$ cat config.mk
export PLATFORM = sky130hd
export DESIGN_NAME = riscv_dbus_ic
export DESIGN_NICKNAME = d
export VERILOG_FILES = /design/src/rtl/riscv_dbus_ic.sv
export SDC_FILE = /design/constraint.sdc
export NUM_CORES = 1
export LEC_CHECK = 0
export CAP_MARGIN = 10
export CORE_UTILIZATION = 43
export CTS_CLUSTER_SIZE = 14
export DETAILED_ROUTE_END_ITERATION = 16
export PLACE_DENSITY = 0.86
export SLEW_MARGIN = 20
export SYNTH_ARGS = -nofsm -noshare
export SYNTH_HDL_FRONTEND = slang
export SYNTH_SLANG_ARGS = --single-unit
$ cat constraint.sdc
create_clock -name clk_i -period 4.3 [get_ports clk_i]
set_input_delay 1.075 -clock clk_i [delete_from_list [all_inputs] [get_ports clk_i]]
set_output_delay 1.075 -clock clk_i [all_outputs]
set_load 0.02 [all_outputs]
$ cat src/rtl/riscv_dbus_ic.sv
`default_nettype none
// ============================================================================
// Module   : riscv_dbus_ic
// Purpose  : Data-bus interconnect between the CPU data port and N_SLV
//            memory-mapped slaves. A request is latched in IDLE. The upper
//            address bits select a slave, and the selected slave is driven
//            until it acks or the wait-state timeout expires. A one-cycle
//            completion pulse then returns read data and an error flag to
//            the master.
// Revision : 1.0 - initial release
// ----------------------------------------------------------------------------
// Ports
//   clk_i        input   1               clock, rising edge
//   reset_ni     input   1               asynchronous active-low reset
//   m_cen_i      input   1               master request
//   m_wen_i      input   1               1 = write, 0 = read
//   m_addr_i     input   ADDR_W          request address
//   m_wdata_i    input   DATA_W          write data
//   m_be_i       input   DATA_W/8        write byte enables
//   m_rdata_o    output  DATA_W          read data, valid with m_ready_o
//   m_ready_o    output  1               one-cycle completion pulse
//   m_err_o      output  1               decode / timeout error, with m_ready_o
//   s_cen_o      output  N_SLV           one-hot slave select
//   s_wen_o      output  1               registered write strobe (shared)
//   s_addr_o     output  SLV_ADDR_W      registered slave-local address
//   s_wdata_o    output  DATA_W          registered write data
//   s_be_o       output  DATA_W/8        registered byte enables
//   s_rdata_i    input   N_SLV*DATA_W    slave i read data at [i*DATA_W +: DATA_W]
//   s_ack_i      input   N_SLV           slave completion, rdata valid same cycle
// ============================================================================
module riscv_dbus_ic #(
    parameter int ADDR_W     = 10,
    parameter int DATA_W     = 32,
    parameter int N_SLV      = 2,
    parameter int SLV_ADDR_W = 8,
    parameter int TIMEOUT    = 15
) (
    input  logic                      clk_i,
    input  logic                      reset_ni,
    input  logic                      m_cen_i,
    input  logic                      m_wen_i,
    input  logic [ADDR_W-1:0]         m_addr_i,
    input  logic [DATA_W-1:0]         m_wdata_i,
    input  logic [DATA_W/8-1:0]       m_be_i,
    output logic [DATA_W-1:0]         m_rdata_o,
    output logic                      m_ready_o,
    output logic                      m_err_o,
    output logic [N_SLV-1:0]          s_cen_o,
    output logic                      s_wen_o,
    output logic [SLV_ADDR_W-1:0]     s_addr_o,
    output logic [DATA_W-1:0]         s_wdata_o,
    output logic [DATA_W/8-1:0]       s_be_o,
    input  logic [N_SLV*DATA_W-1:0]   s_rdata_i,
    input  logic [N_SLV-1:0]          s_ack_i
);

    localparam int BE_W  = DATA_W / 8;
    localparam int IDX_W = ADDR_W - SLV_ADDR_W;
    localparam int CNT_W = 8;
    // Counter value on the last permitted no-ack ACCESS cycle.
    localparam logic [CNT_W-1:0] C_TO_LAST = CNT_W'(TIMEOUT - 1);

    typedef enum logic [1:0] {
        ST_IDLE   = 2'd0,
        ST_ACCESS = 2'd1,
        ST_RESP   = 2'd2
    } state_e;

    state_e                  state_q;
    logic [CNT_W-1:0]        cnt_q;
    logic [N_SLV-1:0]        s_cen_q;
    logic                    s_wen_q;
    logic [SLV_ADDR_W-1:0]   s_addr_q;
    logic [DATA_W-1:0]       s_wdata_q;
    logic [BE_W-1:0]         s_be_q;
    logic [DATA_W-1:0]       m_rdata_q;
    logic                    m_ready_q;
    logic                    m_err_q;

    logic [IDX_W-1:0]        slv_idx;
    logic                    idx_ok;
    logic [N_SLV-1:0]        dec_onehot;
    logic                    ack_sel;
    logic [DATA_W-1:0]       rdata_sel;

    assign slv_idx = m_addr_i[ADDR_W-1:SLV_ADDR_W];

    // Address decode. An index with no matching channel leaves idx_ok low,
    // which turns the request into a decode error.
    always_comb begin
        idx_ok     = 1'b0;
        dec_onehot = '0;
        for (int i = 0; i < N_SLV; i++) begin
            if (32'(slv_idx) == i) begin
                dec_onehot[i] = 1'b1;
                idx_ok        = 1'b1;
            end
        end
    end

    // s_cen_q is one-hot during ACCESS, so masking it against the inputs
    // picks out only the selected slave. Acks and read data from every
    // other channel drop out here.
    assign ack_sel = |(s_cen_q & s_ack_i);

    always_comb begin
        rdata_sel = '0;
        for (int i = 0; i < N_SLV; i++) begin
            if (s_cen_q[i]) begin
                rdata_sel = rdata_sel | s_rdata_i[i*DATA_W +: DATA_W];
            end
        end
    end

    always_ff @(posedge clk_i or negedge reset_ni) begin
        if (!reset_ni) begin
            state_q   <= ST_IDLE;
            cnt_q     <= '0;
            s_cen_q   <= '0;
            s_wen_q   <= 1'b0;
            s_addr_q  <= '0;
            s_wdata_q <= '0;
            s_be_q    <= '0;
            m_rdata_q <= '0;
            m_ready_q <= 1'b0;
            m_err_q   <= 1'b0;
        end else begin
            case (state_q)
                ST_IDLE: begin
                    m_ready_q <= 1'b0;
                    if (m_cen_i) begin
                        // The request is sampled only here. Later changes
                        // on the master side do not affect this access.
                        s_wen_q   <= m_wen_i;
                        s_addr_q  <= m_addr_i[SLV_ADDR_W-1:0];
                        s_wdata_q <= m_wdata_i;
                        s_be_q    <= m_be_i;
                        cnt_q     <= '0;
                        if (idx_ok) begin
                            s_cen_q <= dec_onehot;
                            state_q <= ST_ACCESS;
                        end else begin
                            m_err_q   <= 1'b1;
                            m_rdata_q <= '0;
                            m_ready_q <= 1'b1;
                            state_q   <= ST_RESP;
                        end
                    end
                end

                ST_ACCESS: begin
                    // An ack in the expiry cycle takes priority over the
                    // timeout.
                    if (ack_sel) begin
                        m_rdata_q <= s_wen_q ? '0 : rdata_sel;
                        m_err_q   <= 1'b0;
                        m_ready_q <= 1'b1;
                        s_cen_q   <= '0;
                        state_q   <= ST_RESP;
                    end else if (cnt_q == C_TO_LAST) begin
                        m_rdata_q <= '0;
                        m_err_q   <= 1'b1;
                        m_ready_q <= 1'b1;
                        s_cen_q   <= '0;
                        state_q   <= ST_RESP;
                    end else begin
                        cnt_q <= cnt_q + 1'b1;
                    end
                end

                ST_RESP: begin
                    // One-cycle completion pulse. m_cen is ignored here,
                    // so a new request is never accepted back-to-back.
                    m_ready_q <= 1'b0;
                    state_q   <= ST_IDLE;
                end

                default: begin
                    state_q   <= ST_IDLE;
                    s_cen_q   <= '0;
                    m_ready_q <= 1'b0;
                end
            endcase
        end
    end

    assign m_rdata_o = m_rdata_q;
    assign m_ready_o = m_ready_q;
    assign m_err_o   = m_err_q;
    assign s_cen_o   = s_cen_q;
    assign s_wen_o   = s_wen_q;
    assign s_addr_o  = s_addr_q;
    assign s_wdata_o = s_wdata_q;
    assign s_be_o    = s_be_q;

endmodule

`default_nettype wire

==> flow_metrics.tcl, run 1 <==
set metrics [dict create \
    status "finished clean" \
    p_comb_frac 0.481 \
    ys_top_cells_by_area "dfrtp_1, mux2_2, o2bb2ai_1" \
    rsz0062_at_grt "no" \
    grt_usage 0.2291 \
    ant_nets 0 \
    rr_startpoint "cnt_q[0]" \
    gp_congestion 0.8612 \
    drtPass1Iterations 4 \
    swShare 0.3621 \
    leakagePower_uw 0.002456 \
    drv_cap 0 \
    stdcell_count 588 \
    cpMaxStageDelayCell "clkdlybuf4s50_1" \
    hold_path_depth 1 \
    die_h_um 96.73 \
    layout_commonest_cell "clkdlybuf4s50_1" \
    fin_crit_sh 0.6520 \
    crit_family "buffers and inverters" \
    powerDensity_nw_per_um2 622.7 \
    antenna_found_initial 0 \
    port_buffers 196 \
    antenna_cells 0 \
    multi_input_area_um2 1461 \
    hold_viol 0 \
    dieArea_um2 9357 \
    crit_arrival_ns 1.73 \
    fmax_mhz 356.7 \
    power.switching_uw 1374 \
    cp-start-kind "flop" \
    holdCritStartpoint "m_rdata_o[0]" \
    nets 594 \
    mostFrequentLayoutCells "clkdlybuf4s50_1, dfrtp_1, mux2_2" \
    ys.flop_type "dfrtp_1" \
    cts_max_level 3 \
    netlist-cell-type-count 35 \
    cts-resized-gates 0 \
    via_per_inst 5.418 \
    setup_viol 0 \
    start_util 0.4425 \
    drt_iter0_markers 81 \
    cp_max_fo 37 \
    async_reset_ff_frac 1.000 \
    dp_cells 573 \
    required_ns 3.22 \
    fin_setup_tns_ns 0 \
    top_level_ports 197 \
    synth_area_per_cell_um2 13.40 \
    insertion_delay_ns 0.35 \
    clkSlewWorstSetupHoldPaths_ns 0.10 \
    finClkSkew_ns 0.01789 \
    cp_cell_sequence "buf_4, clkdlybuf4s50_1" \
    dr_total_vias 3186 \
    reg2reg_setup_slack_ns 2.07 \
    clockBufferDepth 2 \
    syn_to_final_growth_pct 57.94 \
    synth-edff-count 0 \
    wl_um 10430 \
    p_seq_frac 0.352 \
    yosysTopAreaCellShare 0.5901 \
    wire_per_inst_um 17.74 \
    ys_seq_area_frac 0.5901 \
    crit_buf_inv 2 \
    rows 34 \
    finalWorstPathRequiredPeriod_ns 2.803 \
    core_area_um2 8721 \
    min_to "m_rdata_o[0]" \
    irDropWorstVdd_v 0.0004009 \
    cts_sinks 91 \
    postCtsHoldBufs 0 \
    worst_pin_slew_ns 0.7970 \
    post-route-drc-count 0 \
    drive_gt1_frac 0.1500 \
    synthesis.nets 406 \
    numCtsBuffers 9 \
    reg2regPathDepth 6 \
    ys_seq_elements 91 \
    power_frac_clock 0.167 \
    syn_area_um2 3859 \
    hold_path.class "flop to flop" \
    clock-root-buffer "clkbuf_8" \
    cp-end-kind "primary output" \
    yosysWarnings 0 \
    grt_pass1_wl_um 16980 \
    slew_viol_final 0 \
    syn_inst 288 \
    grt_max_degree 92 \
    path_class "flop to primary output" \
    cts_tree "done" \
    fill_cells 643 \
    grt-ovfl-total 0 \
    synth.largest_area_cell "dfrtp_1" \
    r2r_end "cnt_q[5]" \
    fp.dieW_um 96.73 \
    p_int_uw 2421 \
    critPathMaxStageDelay_ns 0.68 \
    post_cts_buffers 0 \
    register_area_um2 2277 \
    place_hpwl_um 7449 \
    grt_pass1_vias 3372 \
    slew_headroom 0.4686 \
]
[worst max path at each step]
stage	from	to	slack (ns)	cells past startpoint
floorplan	m_cen_i	s_addr_o[0]	1.99	4
global placement	m_cen_i	s_wdata_o[2]	1.03	4
detailed placement	m_cen_i	s_addr_o[7]	0.97	4
CTS	m_cen_i	s_addr_o[7]	1.35	4
global route	s_cen_o[0]	s_cen_o[0]	1.40	2
finish	s_cen_o[1]	s_cen_o[1]	1.50	2
[power groups by stage]
stage / Sequential (uW) / Clock [uW] / Combinational [uW]
after global placement: 1330 / 0 / 1790
after detailed placement: 1350 / 0 / 1840
final: 1330 / 635 / 1830
after CTS: 1340 / 650 / 1850
after floorplan: 1680 / 0 / 655
after global routing: 1380 / 686 / 1940
[flip-flops by register name, indices dropped and copies added, names as in the netlist]
register / cells
s_be_o: 4
m_err_o: 1
s_addr_o: 8
s_cen_o: 2
state_q: 2
s_wdata_o: 32
m_ready_o: 1
m_rdata_o: 32
s_wen_o: 1
cnt_q: 8
[stage by stage]
stage	hold WS [ns]	util	power (uW)	area (um^2)	worst slack, ns
2_1_floorplan	0.4893	-	2330	3859	1.990
3_3_place_gp	0.4710	0.6733	3117	5872	1.028
3_5_place_dp	0.4731	0.6733	3189	5872	0.9677
4_1_cts	0.4980	0.6981	3835	6088	1.347
5_1_grt	0.5111	0.6989	4003	6095	1.404
6_report	0.4943	0.6989	3795	6095	1.497
[kinds of logic (layout without fill, tap and decap cells)]
logic type               Yosys count  count (layout)  synth area share
AND/OR/NAND/NOR                   33              33           0.04637
adder cells (fa/ha/maj)            2               2          0.006484
multiplexers                      50              50            0.1446
buffers and inverters             26             218           0.03177
flip-flops                        91              91            0.5901
AO/OA/AOI/OAI                     86              86            0.1806
[synthesized netlist by cell type (all sizes together), types with 4 or more instances]
| cell | n |
|---|---|
| dfrtp | 91 |
| o211ai | 5 |
| o2bb2ai | 32 |
| mux2i | 4 |
| nand2 | 8 |
| clkbuf | 18 |
| nand3 | 9 |
| o21ai | 6 |
| mux2 | 46 |
| buf | 5 |
| a22oi | 33 |
[layout make-up]
cell class                 instances  share of cell area
tap                              108             0.02217
multi-input combinational        171              0.2398
clock inverter                     4             0.01232
sequential                        91              0.3736
inverter                           3            0.001848
timing repair buffer             200              0.3270
clock buffer                      11             0.02320
[routing by layer]
| metal | vias up | routed length [um] | GRT usage |
|---|---|---|---|
| li1 | 1462 | - | - |
| met1 | 1572 | 3996 | 0.2668 |
| met2 | 134 | 5432 | 0.3954 |
| met3 | 18 | 800 | 0.07370 |
| met4 | 0 | 202 | 0.08152 |
| met5 | - | 0 | 0 |
No activity file was read; power rests on OpenSTA's default activity.
==> run 2, diff against run 1 <==
Settings changed: CORE_UTILIZATION 43 to 40, PLACE_DENSITY 0.86 to 0.81.
Clock period 4.3 ns to 2.8 ns, I/O delays scaled along.
==> run 2 against run 1 <==
Critical path depth decreased by 1. Worst hold slack got worse by 0.13 ns. Cell count increased by 4.1%. Clock skew decreased by 0.0090 ns. Sequential power increased by 56%. Non-clock buffer count increased by 2. Combinational power increased by 53%. Largest cell class unchanged. Sequential share of layout area decreased by 0.56 points.
==> flow_metrics.tcl, run 2 (synthesis results as in run 1) <==
set metrics [dict create \
    pre_cts_slack_ns 0.3701 \
    cp-end-kind "primary output" \
    required_ns 2.10 \
    hold_ws_ns 0.3667 \
    grt_usage 0.2069 \
    drtPass1Iterations 4 \
    cts_sinks 91 \
    status "finished clean" \
    rows 35 \
    slew_headroom 0.5355 \
    cp_max_fo 10 \
    grt_pass1_wl_um 16060 \
    p_int_uw 3783 \
    grt_pass1_vias 3277 \
    path_class "flop to primary output" \
    fin_ws_ns 0.5088 \
    gp_congestion 0.8794 \
    fin_setup_tns_ns 0 \
    setup_viol 0 \
    p_comb_frac 0.476 \
    powerDensity_nw_per_um2 952.6 \
    hold_path.class "primary input to async pin" \
    drive_gt1_frac 0.1573 \
    power_frac_clock 0.172 \
    numCtsBuffers 9 \
    critPathMaxStageDelay_ns 0.68 \
    slew_viol_final 0 \
    swShare 0.3581 \
    via_per_inst 5.234 \
    cts-resized-gates 0 \
    post-route-drc-count 0 \
    finClkSkew_ns 0.008855 \
    clockBufferDepth 2 \
    worst_pin_slew_ns 0.6908 \
    drt_iter0_markers 122 \
    port_buffers 196 \
    cpMaxStageDelayCell "clkdlybuf4s50_1" \
    nets 596 \
    fmax_mhz 436.5 \
    fp.dieW_um 100.2 \
    power.switching_uw 2111 \
    irDropWorstVdd_v 0.0005874 \
    crit_family "buffers and inverters" \
    core_area_um2 9284 \
    crit_buf_inv 1 \
    finalWorstPathRequiredPeriod_ns 2.291 \
    top_level_ports 197 \
    hold_viol 0 \
    grt_max_degree 53 \
    layout_commonest_cell "clkdlybuf4s50_1" \
    cp-start-kind "flop" \
    wl_um 10310 \
    dp_cells 596 \
    ant_nets 0 \
    dr_total_vias 3203 \
    syn_to_final_growth_pct 60.34 \
    antenna_cells 0 \
    cts_max_level 3 \
    grt-ovfl-total 0 \
    register_area_um2 2277 \
    clkSlewWorstSetupHoldPaths_ns 0.09 \
    wire_per_inst_um 16.85 \
    place_hpwl_um 7612 \
    mostFrequentLayoutCells "clkdlybuf4s50_1, dfrtp_1, mux2_2" \
    multi_input_area_um2 1459 \
    postCtsHoldBufs 0 \
    insertion_delay_ns 0.35 \
    dieArea_um2 10040 \
    rsz0062_at_grt "no" \
    drv_cap 0 \
    clock-root-buffer "clkbuf_8" \
    post_cts_buffers 0 \
    cp_cell_sequence "clkdlybuf4s50_1" \
    stdcell_count 612 \
    fill_cells 750 \
    fin_crit_sh 0.8183 \
    start_util 0.4156 \
    leakagePower_uw 0.002492 \
    startpoint "s_cen_o[1]" \
    cts_tree "done" \
    antenna_found_initial 0 \
    crit_arrival_ns 1.59 \
    die_h_um 100.2 \
    p_seq_frac 0.353 \
    rr_startpoint "cnt_q[0]" \
]
run 2: power by group through the flow:
stage | registers, uW | clock network (uW) | logic [uW]
2_1_floorplan | 2570 | 0 | 1010
3_3_place_gp | 2070 | 0 | 2770
3_5_place_dp | 2100 | 0 | 2820
4_1_cts | 2080 | 1050 | 2830
5_1_grt | 2140 | 1110 | 2970
6_report | 2080 | 1010 | 2800
run 2: metrics by stage:
stage	utilization	area, um^2	power (uW)
final	0.6664	6187	5894
after global routing	0.6664	6187	6217
after CTS	0.6664	6187	5953
after detailed placement	0.6410	5951	4918
after global placement	0.6410	5951	4843
after floorplan	-	3859	3578
run 2: routing by layer:
metal | global-route usage | wire, um | share of wire | vias up
li1 | - | - | - | 1476
met1 | 0.2470 | 4022 | 0.39 | 1575
met2 | 0.3430 | 5247 | 0.51 | 130
met3 | 0.06894 | 796 | 0.077 | 22
met4 | 0.08696 | 248 | 0.024 | 0
met5 | 0 | 0 | 0 | -
run 2: area by class of cell:
class,count,share of cell area
clock buffer,11,0.02447
sequential,91,0.3680
inverter,3,0.001820
multi-input combinational,171,0.2358
tap,129,0.02609
clock inverter,5,0.01375
timing repair buffer,202,0.3300
run 2: final timing paths:
kind | endpoint | slack (ns) | cells past startpoint
hold reg to reg | m_rdata_o[3] | 0.49 | 1
setup / recovery | s_cen_o[1] | 0.51 | 1
setup reg to reg | m_rdata_o[11] | 0.61 | 7
max in group asynchronous | s_addr_o[3] | 1.79 | 2
hold / removal | m_err_o | 0.37 | 1
min in group clk_i | m_rdata_o[3] | 0.49 | 1
==> run 3, diff against run 2 <==
Settings changed: CORE_UTILIZATION 40 to 36, PLACE_DENSITY 0.81 to 0.77.
Clock period 2.8 ns to 1.8 ns, I/O delays scaled along.
==> run 3 against run 2 <==
The run now ends with negative setup slack left. Non-clock buffer count grew 23. Power grew 56%. Sequential power grew 52%. Critical path depth grew 6. Combinational power grew 63%. Worst hold slack lost 0.23 ns. Wire length grew 8.6%. Register-to-register slack lost 0.90 ns. Critical path type is now flop to flop.
==> flow_metrics.tcl, run 3 (synthesis results as in run 1) <==
set metrics [dict create \
    crit_buf_inv 2 \
    grt_pass1_wl_um 17620 \
    reg2reg_setup_slack_ns -0.29 \
    grt_pass1_vias 3555 \
    path_class "flop to flop" \
    syn_to_final_growth_pct 68.16 \
    place_area_um2 6115 \
    rows 37 \
    reg2regPathDepth 7 \
    layout_commonest_cell "clkdlybuf4s50_1" \
    setup_viol 45 \
    finClkSkew_ns 0.01234 \
    fin_ws_ns -0.2891 \
    cts_tree "done" \
    drv_cap 0 \
    gp_congestion 0.8732 \
    core_area_um2 10370 \
    post-route-drc-count 0 \
    grt_max_degree 92 \
    required_ns 2.02 \
    rsz0062_at_grt "yes" \
    antenna_cells 0 \
    insertion_delay_ns 0.35 \
    hold_path.class "primary input to async pin" \
    fill_cells 839 \
    wl_um 11200 \
    powerDensity_nw_per_um2 1415 \
    slew_headroom 0.6533 \
    clock-root-buffer "clkbuf_8" \
    die_h_um 105.5 \
    mostFrequentLayoutCells "clkdlybuf4s50_1, dfrtp_1, mux2_2" \
    cpMaxStageDelayCell "or4b_4" \
    dr_total_vias 3322 \
    fmax_mhz 478.7 \
    final_area_um2 6489 \
    status "finished with violations" \
    slew_viol_final 0 \
    fin_crit_sh 1.161 \
    numCtsBuffers 9 \
    crit_family "compound AO/OA/AOI/OAI gates" \
    drtPass1Iterations 4 \
    antenna_found_initial 0 \
    top_level_ports 197 \
    cp_max_fo 9 \
    port_buffers 196 \
    hold_viol 0 \
    via_per_inst 5.174 \
    cp-end-kind "flop" \
    crit_arrival_ns 2.31 \
    irDropWorstVdd_v 0.0009407 \
    clkSlewWorstSetupHoldPaths_ns 0.09 \
    cts_sinks 91 \
    drive_gt1_frac 0.2115 \
    cp-start-kind "flop" \
    cts_max_level 3 \
    hold_ws_ns 0.1320 \
    grt-ovfl-total 0 \
    drt_iter0_markers 119 \
    fp.dieW_um 105.5 \
    grt_usage 0.2005 \
    wire_per_inst_um 17.45 \
    violations "negative setup slack" \
    cp_cell_sequence "inv_1, ha_2, or4b_4, o31a_4, a21o_4, buf_12, o2bb2ai_1" \
    postCtsHoldBufs 0 \
    dieArea_um2 11140 \
    rr_startpoint "cnt_q[0]" \
    r2r_end "m_rdata_o[18]" \
    start_util 0.3721 \
    leakagePower_uw 0.003215 \
    nets 619 \
    place_hpwl_um 7898 \
    clockBufferDepth 2 \
    finalWorstPathRequiredPeriod_ns 2.089 \
    ant_nets 0 \
    worst_pin_slew_ns 0.5200 \
    critPathMaxStageDelay_ns 0.48 \
    cp_num_cells 7 \
]
==> run 3: metrics by stage <==
step	setup slack, ns	util	total power [uW]	instances	TNS [ns]
final	-0.2891	0.6257	9183	642	-10.62
after global routing	-0.3294	0.6257	9712	642	-12.41
after CTS	-0.2831	0.6067	9174	639	-9.667
after detailed placement	-0.3529	0.5896	7894	622	-25.99
after global placement	-0.3187	0.5896	7775	622	-22.60
after floorplan	-0.1572	-	5569	288	-4.945
==> run 3: worst max path at each step <==
stage	startpoint	endpoint	slack, ns
after CTS	cnt_q[0]	m_rdata_o[18]	-0.28
final	cnt_q[0]	m_rdata_o[18]	-0.29
after global routing	cnt_q[0]	m_rdata_o[14]	-0.33
after floorplan	cnt_q[0]	m_rdata_o[0]	-0.16
after detailed placement	s_ack_i[0]	cnt_q[7]	-0.35
after global placement	m_cen_i	s_wdata_o[17]	-0.32
==> run 3: area by class of cell <==
class                   count  area (um^2)  share of cell area
repair buffers            225         2307              0.3556
flip-flops and latches     91         2277              0.3509
multi-input cells         171         1515              0.2335
well taps                 136        170.2             0.02622
clock buffers              10        137.6             0.02121
clock inverters             6        70.07             0.01080
inverters                   3        11.26            0.001735
==> run 3: where the power goes <==
group	switching [uW]	internal, uW
sequential	400	2760
combinational	2300	2270
clock	763	696
total	3460	5720
==> run 3: worst register-to-register path, cell delays in order, from the launching register on <==
cell	delay, ns
dfrtp_1	0.39
inv_1	0.06
ha_2	0.18
or4b_4	0.48
o31a_4	0.31
a21o_4	0.26
buf_12	0.15
o2bb2ai_1	0.13
==> run 3: what timing repair did <==
item / CTS / global route
buffers inserted: 1 / 1
gates resized for setup: 49 / 47
setup endpoints to repair: 87 / 97
pin swaps: 1 / 2
gates cloned: 0 / 2
==> run 3: per-layer routing <==
metal  wire length [um]  track usage  up-vias
met5                  0            0        -
met4                150      0.05556        0
met3                851      0.06803       15
met2               5705       0.3416      133
met1               4492       0.2417     1656
li1                   -            -     1518
